<file path="config.mk">
export PLATFORM = sky130hd
export DESIGN_NAME = shift_right_seq
export DESIGN_NICKNAME = d
export VERILOG_FILES = /design/src/rtl/shift_right_seq.sv
export SDC_FILE = /design/constraint.sdc
export NUM_CORES = 1
export LEC_CHECK = 0
export BUFFER_PORTS_ARGS = -buffer_cell sky130_fd_sc_hd__clkbuf_2
export CELL_PAD_IN_SITES_DETAIL_PLACEMENT = 1
export CELL_PAD_IN_SITES_GLOBAL_PLACEMENT = 1
export CORE_AREA = 2 2 135 104
export CTS_BUF_LIST = sky130_fd_sc_hd__clkbuf_8
export DETAILED_ROUTE_END_ITERATION = 7
export DIE_AREA = 0 0 137 106
export MAX_ROUTING_LAYER = met4
export PLACE_DENSITY_LB_ADDON = 0.1
export SLEW_MARGIN = 20
export SYNTH_ARGS = -nofsm -noshare
export SYNTH_HDL_FRONTEND = slang
export SYNTH_SLANG_ARGS = --single-unit
</file>
<file path="constraint.sdc">
create_clock -name clock -period 3.5 [get_ports clock]
set_input_delay 0.525 -clock clock [delete_from_list [all_inputs] [get_ports clock]]
set_output_delay 0.525 -clock clock [all_outputs]
set_load 0.03 [all_outputs]
</file>
<file path="src/rtl/shift_right_seq.sv">
// Multi-cycle SRL/SRA unit that resolves one barrel stage per cycle, MSB stage first.
// Define SHIFT_STICKY_EN to build the shifted-out sticky accumulator and the data_sticky port.
module shift_right_seq #(
    parameter int WIDTH   = 32,
    parameter int SHAMT_W = 5
) (
    input  logic               clock,
    input  logic               reset,
    input  logic               ctrl_start,
    input  logic               ctrl_arith,
    input  logic [WIDTH-1:0]   data_operandA,
    input  logic [SHAMT_W-1:0] ctrl_shiftamt,
    output logic [WIDTH-1:0]   data_result,
    output logic               data_resultRDY,
    output logic               busy
`ifdef SHIFT_STICKY_EN
    ,output logic              data_sticky
`endif
);

    localparam int CNT_W = $clog2(SHAMT_W + 1);

    typedef enum logic [1:0] {IDLE, SHIFT, DONE} state_t;

    state_t             state_q, state_d;
    logic [WIDTH-1:0]   work_q, work_d;
    logic [WIDTH-1:0]   result_q, result_d;
    logic [SHAMT_W-1:0] shamt_q, shamt_d;
    logic               arith_q, arith_d;
    logic               sign_q, sign_d;
    logic [CNT_W-1:0]   cnt_q, cnt_d;

    logic [CNT_W-1:0]   stageIdx;
    logic [SHAMT_W-1:0] stepAmt;
    logic [WIDTH-1:0]   fillMask;
    logic [WIDTH-1:0]   stageOut;
    logic [WIDTH-1:0]   workNext;
    logic               stageTaken;
    logic               stageDropped;
    logic               lastStage;

`ifdef SHIFT_STICKY_EN
    logic stickyAcc_q, stickyAcc_d;
    logic sticky_q, sticky_d;
`endif

    // Counter value i selects shamt bit SHAMT_W-1-i, i.e. a step of 2^(SHAMT_W-1-i).
    always_comb begin
        stageIdx     = CNT_W'(SHAMT_W - 1) - cnt_q;
        stepAmt      = SHAMT_W'(1) << stageIdx;
        fillMask     = ~({WIDTH{1'b1}} >> stepAmt);
        stageOut     = (work_q >> stepAmt) | ((arith_q && sign_q) ? fillMask : '0);
        stageDropped = |(work_q & ~({WIDTH{1'b1}} << stepAmt));
        stageTaken   = shamt_q[stageIdx];
        workNext     = stageTaken ? stageOut : work_q;
        lastStage    = (cnt_q == CNT_W'(SHAMT_W - 1));
    end

    always_comb begin
        state_d  = state_q;
        work_d   = work_q;
        result_d = result_q;
        shamt_d  = shamt_q;
        arith_d  = arith_q;
        sign_d   = sign_q;
        cnt_d    = cnt_q;
`ifdef SHIFT_STICKY_EN
        stickyAcc_d = stickyAcc_q;
        sticky_d    = sticky_q;
`endif
        case (state_q)
            IDLE: begin
                if (ctrl_start) begin
                    state_d = SHIFT;
                    work_d  = data_operandA;
                    shamt_d = ctrl_shiftamt;
                    arith_d = ctrl_arith;
                    sign_d  = data_operandA[WIDTH-1];
                    cnt_d   = '0;
`ifdef SHIFT_STICKY_EN
                    stickyAcc_d = 1'b0;
`endif
                end
            end
            SHIFT: begin
                work_d = workNext;
                cnt_d  = cnt_q + CNT_W'(1);
`ifdef SHIFT_STICKY_EN
                stickyAcc_d = stickyAcc_q | (stageTaken & stageDropped);
`endif
                if (lastStage) begin
                    state_d  = DONE;
                    result_d = workNext;
`ifdef SHIFT_STICKY_EN
                    sticky_d = stickyAcc_q | (stageTaken & stageDropped);
`endif
                end
            end
            DONE: begin
                state_d = IDLE;
            end
            default: begin
                state_d = IDLE;
            end
        endcase
    end

    always_ff @(posedge clock) begin
        if (reset) begin
            state_q  <= IDLE;
            work_q   <= '0;
            result_q <= '0;
            shamt_q  <= '0;
            arith_q  <= 1'b0;
            sign_q   <= 1'b0;
            cnt_q    <= '0;
`ifdef SHIFT_STICKY_EN
            stickyAcc_q <= 1'b0;
            sticky_q    <= 1'b0;
`endif
        end else begin
            state_q  <= state_d;
            work_q   <= work_d;
            result_q <= result_d;
            shamt_q  <= shamt_d;
            arith_q  <= arith_d;
            sign_q   <= sign_d;
            cnt_q    <= cnt_d;
`ifdef SHIFT_STICKY_EN
            stickyAcc_q <= stickyAcc_d;
            sticky_q    <= sticky_d;
`endif
        end
    end

    assign data_result    = result_q;
    assign data_resultRDY = (state_q == DONE);
    assign busy           = (state_q != IDLE);
`ifdef SHIFT_STICKY_EN
    assign data_sticky    = sticky_q;
`endif

`ifndef SHIFT_STICKY_EN
    // Stage drop detection only feeds the optional sticky accumulator.
    logic unusedDropped;
    assign unusedDropped = stageDropped;
`endif

endmodule

</file>
==> impl_metrics.py, run 1 <==
metrics = {
    "outcome": {
        "outcome": "completed",
    },
    "cells_and_area": {
        "syn_to_final_growth_pct": 12.70,
        "fillerInstances": 1652,
        "num-nets-final": 817,
        "multi_input_area_sq_um": 3794,
        "drive_gt1_frac": 0.2284,
        "fin_area_sq_um": 6529,
        "regArea_sq_um": 1523,
    },
    "clocking": {
        "clkSlewWorstSetupHoldPaths_ns": 0.09,
        "h-tree-depth": 3,
        "ctsHoldBuffers": 0,
        "cts_sinks": 76,
        "clk_latency_ns": 0.39,
        "numCtsBuffers": 9,
        "ctsLongestPathBuffers": 2,
        "root_buffer": "clkbuf_8",
        "cts_tree": "done",
    },
    "die": {
        "die-area_sq_um": 14520,
        "start_util": 0.4345,
        "rows": 37,
        "die_h_um": 106,
        "dieWidth_um": 137,
        "core-area_sq_um": 13330,
        "num_io_pins": 75,
    },
    "sta": {
        "setup_viol": 0,
        "fin_crit_ns": 3.269,
        "fin_skew_ns": 0.02055,
        "maxSlewViolCount": 0,
        "whs_ns": 0.3686,
        "slew-limit-headroom": 0.4817,
        "finalHoldViolCount": 0,
        "rsz0062_at_grt": "false",
        "fmax_mhz": 305.9,
        "worst_slack_ns": 0.2314,
        "worst_slew_pin_slew_ns": 0.7774,
        "min_period_over_period": 0.9339,
        "finalSetupTns_ns": 0,
    },
    "critical_path": {
        "crit_slowest_cell": "o31ai_1",
        "critPathCaptureType": "flop",
        "reg2reg_from": "cnt_q[0]$_SDFFE_PP0P_",
        "startpoint_type": "flop",
        "path_cells": "inv_1 > ha_1 > ha_1 > buf_12 > nor2b_4 > mux2i_1 > o31ai_1 > a221oi_1 > or3_1 > a21oi_1",
        "r2r_cells": 10,
        "critPathRequiredTime_ns": 3.81,
        "cp_top_family": "compound AO/OA/AOI/OAI gates",
        "cp_common_cell": "ha_1",
        "crit_cells": 10,
        "arrival_ns": 3.58,
        "crit_type": "flop to flop",
        "critPathMaxStageDelay_ns": 0.52,
        "cp-startpoint": "cnt_q[0]$_SDFFE_PP0P_",
        "path_buf_inv": 2,
        "cp_max_fo": 41,
    },
    "route": {
        "drt-initial-drc-count": 637,
        "via_count": 6617,
        "post_drt_via_cell_ratio": 6.958,
        "wl_per_cell_um": 27.68,
        "first_pass_iters": 6,
        "drc": 0,
        "drtAntennaViolNets": 0,
        "wl_mm": 26.33,
    },
    "yosys": {
        "syn_area_sq_um": 5793,
        "synthTopCellsByArea": "dfxtp_1 (26%), a21oi_1 (5.5%), mux2i_1 (5.4%), nand2_1 (5.1%), a22oi_1 (4.4%)",
        "synth_edf_count": 0,
        "synth_cell_type_count": 88,
        "synth_top_family_by_area": "compound AO/OA/AOI/OAI gates",
        "synthXorXnorAreaFrac": 0.001512,
        "synth_top_area_share": 0.2626,
        "avgSynthCellArea_sq_um": 8.080,
        "synth_commonest_cells": "nand2_1 (78), dfxtp_1 (76), a21oi_1 (64), nor2_1 (45), clkbuf_1 (35)",
        "async_flop_share": 0,
        "ys_seq_elements": 76,
        "yosysTopAreaCell": "dfxtp_1",
        "synthCells": 717,
        "ys_warn_count": 0,
        "yosysSeqAreaShare": 0.2626,
        "synth_compound_area_frac": 0.3438,
        "synth_mux_area_frac": 0.09438,
        "synth.most_common_cell": "nand2_1",
        "syn_nets": 764,
        "synth-simple-area-share": 0.1996,
        "synth_fa_ha_area_frac": 0.01296,
        "synth_ff_type": "dfxtp_1",
    },
    "pwr": {
        "p_leak_nw": 2.387,
        "irDropWorstVdd_mv": 0.2648,
        "powerDensity_nw_per_um2": 397.5,
        "power.total_mw": 2.595,
    },
    "grt": {
        "grt_max_degree": 46,
        "grt_antenna_before_repair": 1,
        "grt_pass1_vias": 6462,
        "grt_pass1_wl_mm": 39.04,
        "grt_overflow": 0,
        "grt_use_total": 0.3684,
    },
    "place": {
        "io_buffers": 74,
        "place_ws_ns": 0.1953,
        "place_congestion": 1.084,
        "hpwl_mm": 19.81,
        "place_area_sq_um": 6291,
    },
    "min_path": {
        "min_path_type": "primary input to flop",
        "hp-start": "ctrl_arith",
        "min_delay_path_depth": 3,
    },
    "job": {
        "cap_violations": 0,
    },
}
[metrics by stage]
step / cells / utilization
6_report: 951 / 0.4897
5_1_grt: 951 / 0.4897
4_1_cts: 950 / 0.4890
3_5_place_dp: 934 / 0.4718
3_3_place_gp: 934 / 0.4718
2_1_floorplan: 717 / -
[what timing repair did]
action                                  4_1_cts  5_1_grt
gates resized for setup                       0        1
endpoints found under the setup margin        0        6
setup buffers                                 0        0
[path summary, 6_finish.rpt]
check / to / slack, ns
worst max-delay path: work_q[22]$_SDFFE_PP0P_ / 0.23
worst min register to register: shamt_q[3]$_SDFFE_PP0P_ / 0.46
worst max register to register: work_q[22]$_SDFFE_PP0P_ / 0.23
worst min-delay path: arith_q$_SDFFE_PP0P_ / 0.37
[final cells by class]
class,instances,area share
clock buffer,9,0.01897
sequential,76,0.2332
multi-input combinational,554,0.5811
antenna,1,0.0003833
clock inverter,7,0.01610
inverter,9,0.005174
timing repair buffer,120,0.1115
tap,175,0.03354
[kinds of logic after synthesis]
group | Yosys count
XOR/XNOR | 1
multiplexers | 45
adder cells (fa/ha/maj) | 6
flip-flops | 76
AND/OR/NAND/NOR | 222
AO/OA/AOI/OAI | 280
buffers and inverters | 87
[worst register-to-register path: cells and delay by family (launching register included)]
family | cells | cell delay, ns
compound gates | 3 | 0.92
simple gates | 2 | 0.85
fa+ha+maj | 2 | 0.56
mux | 1 | 0.18
flops | 1 | 0.41
buf+inv | 2 | 0.30
[power breakdown]
group	internal [mW]	switching (mW)	total, mW
logic	0.282	0.499	0.781
registers	0.904	0.105	1.01
clock network	0.414	0.390	0.805
[layer usage]
| layer | global-route usage | part of all wire | wire (um) | vias to the layer above |
|---|---|---|---|---|
| met4 | 0.1443 | 0.035 | 931 | 0 |
| li1 | - | - | - | 2851 |
| met5 | - | 0 | 0 | - |
| met1 | 0.5010 | 0.44 | 11550 | 3296 |
| met3 | 0.08965 | 0.10 | 2672 | 63 |
| met2 | 0.5235 | 0.42 | 11170 | 407 |
[layout by cell type, fill, tap and decap left out, types with 9 or more instances in the layout]
cell	synthesis	routed
nand2_1	78	78
dfxtp_1	76	75
clkbuf_2	1	74
a21oi_1	64	64
buf_4	11	45
nor2_1	45	44
a22oi_1	34	34
mux2i_1	31	31
o21ai_0	30	30
o211ai_1	22	22
nand3b_1	15	15
o22ai_1	14	14
nand2b_1	12	12
o32ai_1	12	12
nand3_1	10	10
o31ai_1	10	10
clkbuf_8	1	9
[registers in the layout, indices dropped and copies added, names as in the netlist]
register     flops
arith_q          1
cnt_q            3
data_result     32
shamt_q          5
sign_q           1
state_q          2
work_q          32
Power figures use the tool's default switching activity.
==> run 2, diff against run 1 <==
--- a/config.mk
+++ b/config.mk
@@ -14,6 +14,7 @@
 export DIE_AREA = 0 0 137 106
 export MAX_ROUTING_LAYER = met4
 export PLACE_DENSITY_LB_ADDON = 0.1
+export REMOVE_ABC_BUFFERS = 1
 export SLEW_MARGIN = 20
 export SYNTH_ARGS = -nofsm -noshare
 export SYNTH_HDL_FRONTEND = slang
==> impl_metrics.py, run 2 (synthesis gave the netlist of run 1 again) <==
metrics = {
    "outcome": {
        "outcome": "completed",
    },
    "route": {
        "wl_per_cell_um": 26.28,
        "top_layer": "met4",
        "wl_mm": 25.31,
        "drtAntennaViolNets": 0,
        "post_drt_via_cell_ratio": 6.749,
        "drc": 0,
        "via_count": 6499,
        "first_pass_iters": 5,
        "wl_met3_mm": 2.066,
        "met2_length_mm": 10.86,
        "drt-initial-drc-count": 642,
        "wl_met1_mm": 11.70,
    },
    "clocking": {
        "clkSlewWorstSetupHoldPaths_ns": 0.09,
        "root_buffer": "clkbuf_8",
        "h-tree-depth": 3,
        "clk_latency_ns": 0.39,
        "cts_tree": "done",
        "cts_sinks": 76,
        "ctsLongestPathBuffers": 2,
        "numCtsBuffers": 9,
    },
    "sta": {
        "fin_crit_ns": 3.427,
        "setup_viol": 0,
        "slew-limit-headroom": 0.4554,
        "finalHoldViolCount": 0,
        "worst_slew_pin_slew_ns": 0.8169,
        "worst_slack_ns": 0.07289,
        "min_period_over_period": 0.9792,
        "maxSlewViolCount": 0,
        "fmax_mhz": 291.8,
        "fin_skew_ns": 0.01402,
    },
    "cells_and_area": {
        "mostFrequentLayoutCells": "nand2_1 (78), dfxtp_1 (76), clkbuf_2 (74), a21oi_1 (64), buf_4 (56)",
        "final_common_cell": "nand2_1",
        "num-nets-final": 829,
        "syn_to_final_growth_pct": 14.23,
        "drive_gt1_frac": 0.2414,
    },
    "pwr": {
        "irDropWorstVdd_mv": 0.2375,
        "p_seq_frac": 0.394,
        "power.total_mw": 2.521,
        "p_leak_nw": 2.438,
        "comb_power_share": 0.316,
        "netSwitchingFraction": 0.3841,
        "pwr-share-clk": 0.289,
        "power_switching_mw": 0.9684,
        "p_int_mw": 1.553,
        "powerDensity_nw_per_um2": 381.0,
    },
    "critical_path": {
        "arrival_ns": 3.68,
        "crit_type": "flop to flop",
        "critPathRequiredTime_ns": 3.75,
        "cp_max_fo": 9,
        "rrSetupSlack_ns": 0.07,
        "critPathCaptureType": "flop",
        "startpoint_type": "flop",
    },
    "grt": {
        "grt_pass1_vias": 6398,
        "grt_pass1_wl_mm": 38.65,
        "grt_antenna_before_repair": 1,
        "grt_use_total": 0.3634,
        "grt_overflow": 0,
        "grt_max_degree": 50,
    },
    "place": {
        "place_congestion": 1.101,
        "hpwl_mm": 18.84,
        "io_buffers": 74,
        "place_ws_ns": 0.07391,
    },
    "min_path": {
        "min_path_type": "primary input to flop",
    },
    "die": {
        "die-area_sq_um": 14520,
        "num_io_pins": 75,
        "core-area_sq_um": 13330,
        "rows": 37,
        "dieWidth_um": 137,
        "start_util": 0.4345,
        "die_h_um": 106,
    },
    "job": {
        "cap_violations": 0,
    },
}
==> run 2: final timing paths <==
| path | from | end | cells after the start |
|---|---|---|---|
| worst min-delay path | ctrl_shiftamt[1] | shamt_q[1]$_SDFFE_PP0P_ | 3 |
| worst min register to register | data_result[26]$_SDFFE_PP0P_ | data_result[26]$_SDFFE_PP0P_ | 2 |
| worst max-delay path | cnt_q[0]$_SDFFE_PP0P_ | data_result[13]$_SDFFE_PP0P_ | 9 |
| worst max register to register | cnt_q[0]$_SDFFE_PP0P_ | data_result[13]$_SDFFE_PP0P_ | 9 |
==> run 2: final cells by class <==
class                   count  area [sq um]
fillers                  1642          6715
clock inverters             6         71.32
clock buffers              10         137.6
inverters                   9         33.78
well taps                 175         219.0
repair buffers            132         830.8
flip-flops and latches     76          1521
diodes                      1         2.502
multi-input cells         554          3801
==> run 2: worst max-delay path, stage by stage, from the launching register on <==
cell	delay [ns]
dfxtp_1	0.48
inv_1	0.14
ha_1	0.25
ha_1	0.45
or4b_1	0.78
o22a_1	0.33
o2111a_1	0.17
o32ai_1	0.45
o21a_1	0.17
nor3_1	0.04
==> run 2: metrics by stage <==
step,setup TNS [ns],utilization,hold WS [ns],instances,instance area (sq um)
floorplan,-11.78,-,0.4260,639,5334
global route,-0.01063,0.4963,0.3656,963,6618
detailed placement,0,0.4790,0.4512,945,6386
CTS,0,0.4947,0.3248,961,6595
finish,0,0.4963,0.3394,963,6618
global placement,0,0.4790,0.4387,945,6386
==> run 2: power groups by stage <==
stage                     combinational [mW]  clock, mW  sequential [mW]
after global placement                 0.749          0             1.01
after floorplan                        0.453          0            0.971
after detailed placement               0.763          0             1.01
after CTS                              0.768      0.751            0.989
after global routing                   0.840      0.776             1.00
final                                  0.798      0.730            0.994
==> run 2: what timing repair did <==
action,in CTS,in global routing
buffers inserted,0,1
hold buffers,0,0
setup endpoints to repair,0,6
resized for setup,0,2
==> run 2: routing by layer <==
layer  vias to the layer above  GRT usage
li1                       2878          -
met1                      3233     0.5190
met2                       335     0.5199
met3                        53    0.06295
met4                         0     0.1141
met5                         -          -
==> run 3, diff against run 2 <==
--- a/config.mk
+++ b/config.mk
@@ -6,7 +6,7 @@
 export NUM_CORES = 1
 export LEC_CHECK = 0
 export BUFFER_PORTS_ARGS = -buffer_cell sky130_fd_sc_hd__clkbuf_2
-export CELL_PAD_IN_SITES_DETAIL_PLACEMENT = 1
+export CELL_PAD_IN_SITES_DETAIL_PLACEMENT = 0
 export CELL_PAD_IN_SITES_GLOBAL_PLACEMENT = 1
 export CORE_AREA = 2 2 135 104
 export CTS_BUF_LIST = sky130_fd_sc_hd__clkbuf_8
==> impl_metrics.py, run 3 (synthesis gave the netlist of run 1 again) <==
metrics = {
    "critical_path": {
        "critPathRequiredTime_ns": 3.74,
        "critPathCaptureType": "flop",
        "reg2reg_from": "cnt_q[0]$_SDFFE_PP0P_",
        "rrSetupSlack_ns": 0.15,
        "r2r_cells": 9,
        "startpoint_type": "flop",
        "cp_max_fo": 9,
        "arrival_ns": 3.60,
        "r2r_end": "work_q[22]$_SDFFE_PP0P_",
        "crit_type": "flop to flop",
    },
    "grt": {
        "grt_use_total": 0.3378,
        "grt_max_degree": 50,
        "grt_pass1_wl_mm": 35.74,
        "grt_antenna_before_repair": 0,
        "grt_overflow": 0,
        "grt_pass1_vias": 5836,
    },
    "route": {
        "drt-initial-drc-count": 829,
        "first_pass_iters": 5,
        "drtAntennaViolNets": 0,
        "post_drt_via_cell_ratio": 6.576,
        "wl_per_cell_um": 24.51,
        "wl_mm": 23.55,
        "via_count": 6320,
        "drc": 0,
    },
    "sta": {
        "finalHoldViolCount": 0,
        "rsz0062_at_grt": "false",
        "fin_skew_ns": 0.008136,
        "finalSetupTns_ns": 0,
        "min_period_over_period": 0.9585,
        "worst_slew_pin_slew_ns": 0.7978,
        "fmax_mhz": 298.1,
        "worst_slack_ns": 0.1454,
        "setup_viol": 0,
        "slew-limit-headroom": 0.4682,
        "maxSlewViolCount": 0,
        "fin_crit_ns": 3.355,
    },
    "min_path": {
        "min_delay_worst_endpoint": "shamt_q[4]$_SDFFE_PP0P_",
        "hp-start": "ctrl_shiftamt[4]",
        "min_delay_path_depth": 3,
        "min_path_type": "primary input to flop",
    },
    "pwr": {
        "p_leak_nw": 2.436,
        "irDropWorstVdd_mv": 0.2421,
        "powerDensity_nw_per_um2": 382.7,
        "power.total_mw": 2.529,
    },
    "place": {
        "place_ws_ns": 0.1734,
        "place_congestion": 1.101,
        "io_buffers": 74,
        "hpwl_mm": 17.35,
        "dp.cells": 945,
    },
    "outcome": {
        "outcome": "completed",
    },
    "cells_and_area": {
        "drive_gt1_frac": 0.2392,
        "multi_input_area_sq_um": 3791,
        "mostFrequentLayoutCells": "nand2_1 (78), dfxtp_1 (76), clkbuf_2 (74), a21oi_1 (64), buf_4 (56)",
        "fillerInstances": 1331,
        "fin_cells": 961,
        "regArea_sq_um": 1521,
        "num-nets-final": 829,
        "syn_to_final_growth_pct": 14.10,
        "final_common_cell": "nand2_1",
        "antenna_cells": 0,
    },
    "clocking": {
        "cts_tree": "done",
        "ctsLongestPathBuffers": 2,
        "ctsHoldBuffers": 0,
        "clkSlewWorstSetupHoldPaths_ns": 0.09,
        "root_buffer": "clkbuf_8",
        "cts_sinks": 76,
        "numCtsBuffers": 9,
        "clk_latency_ns": 0.38,
        "h-tree-depth": 3,
    },
    "job": {
        "cap_violations": 0,
    },
    "die": {
        "dieWidth_um": 137,
        "die_h_um": 106,
        "start_util": 0.4345,
        "num_io_pins": 75,
        "core-area_sq_um": 13330,
        "die-area_sq_um": 14520,
        "rows": 37,
    },
}
[run 3: cell count changes in the layout (fill, tap and decap cells not counted), sizes merged]
cell	before	now
diode	1	0
clkinv	2	3
clkbuf	84	83
inv	10	9
bufinv	1	2
clkinvlp	2	1
[run 3: area by class of cell]
cell class,count,area share
inverter,9,0.005111
sequential,76,0.2302
multi-input combinational,554,0.5735
timing repair buffer,132,0.1257
tap,175,0.03313
clock inverter,6,0.01363
clock buffer,9,0.01874
[run 3: worst max-delay path by stage]
stage                     startpoint  cells past startpoint                           to
2_1_floorplan  cnt_q[0]$_SDFFE_PP0P_                      9      work_q[31]$_SDFFE_PP0P_
3_3_place_gp   cnt_q[0]$_SDFFE_PP0P_                     10  data_result[2]$_SDFFE_PP0P_
3_5_place_dp   cnt_q[0]$_SDFFE_PP0P_                      9      work_q[22]$_SDFFE_PP0P_
4_1_cts        cnt_q[0]$_SDFFE_PP0P_                      9      work_q[22]$_SDFFE_PP0P_
5_1_grt        cnt_q[0]$_SDFFE_PP0P_                      9      work_q[22]$_SDFFE_PP0P_
6_report       cnt_q[0]$_SDFFE_PP0P_                      9      work_q[22]$_SDFFE_PP0P_
[run 3: worst max-delay path, cell delays in order, from the launching register on]
cell and delay (ns):
dfxtp_1 0.47, inv_1 0.13, ha_1 0.25, ha_2 0.37, or4b_1 0.73, a2bb2oi_1 0.20
o211a_1 0.18, a221oi_1 0.62, or3_1 0.20, a21oi_1 0.06
[run 3: metrics by stage]
stage,area [sq um],hold WS (ns),util
after floorplan,5334,0.4260,-
after global placement,6386,0.4387,0.4790
after detailed placement,6386,0.4465,0.4790
after CTS,6600,0.3471,0.4950
after global routing,6610,0.3428,0.4958
final,6610,0.3552,0.4958
[run 3: where the power goes]
part	internal [mW]	total [mW]	switching (mW)	leakage, nW
Sequential	0.904	0.993	0.0893	0.619
Combinational	0.295	0.773	0.478	1.71
Clock	0.399	0.763	0.364	0.105
Total	1.60	2.53	0.932	2.44
[run 3: per-layer routing]
metal	global-route usage	up-vias	routed length (um)
met5	-	-	0
met4	0.1156	0	705
met3	0.08011	42	2110
met2	0.4570	344	9548
met1	0.4868	3053	11190
li1	-	2881	-
[run 3: what timing repair did]
action / CTS / global route
gates resized for setup: 0 / 1
setup endpoints to repair: 0 / 6
endpoints found under the hold margin: 0 / 0
buffers inserted: 0 / 1
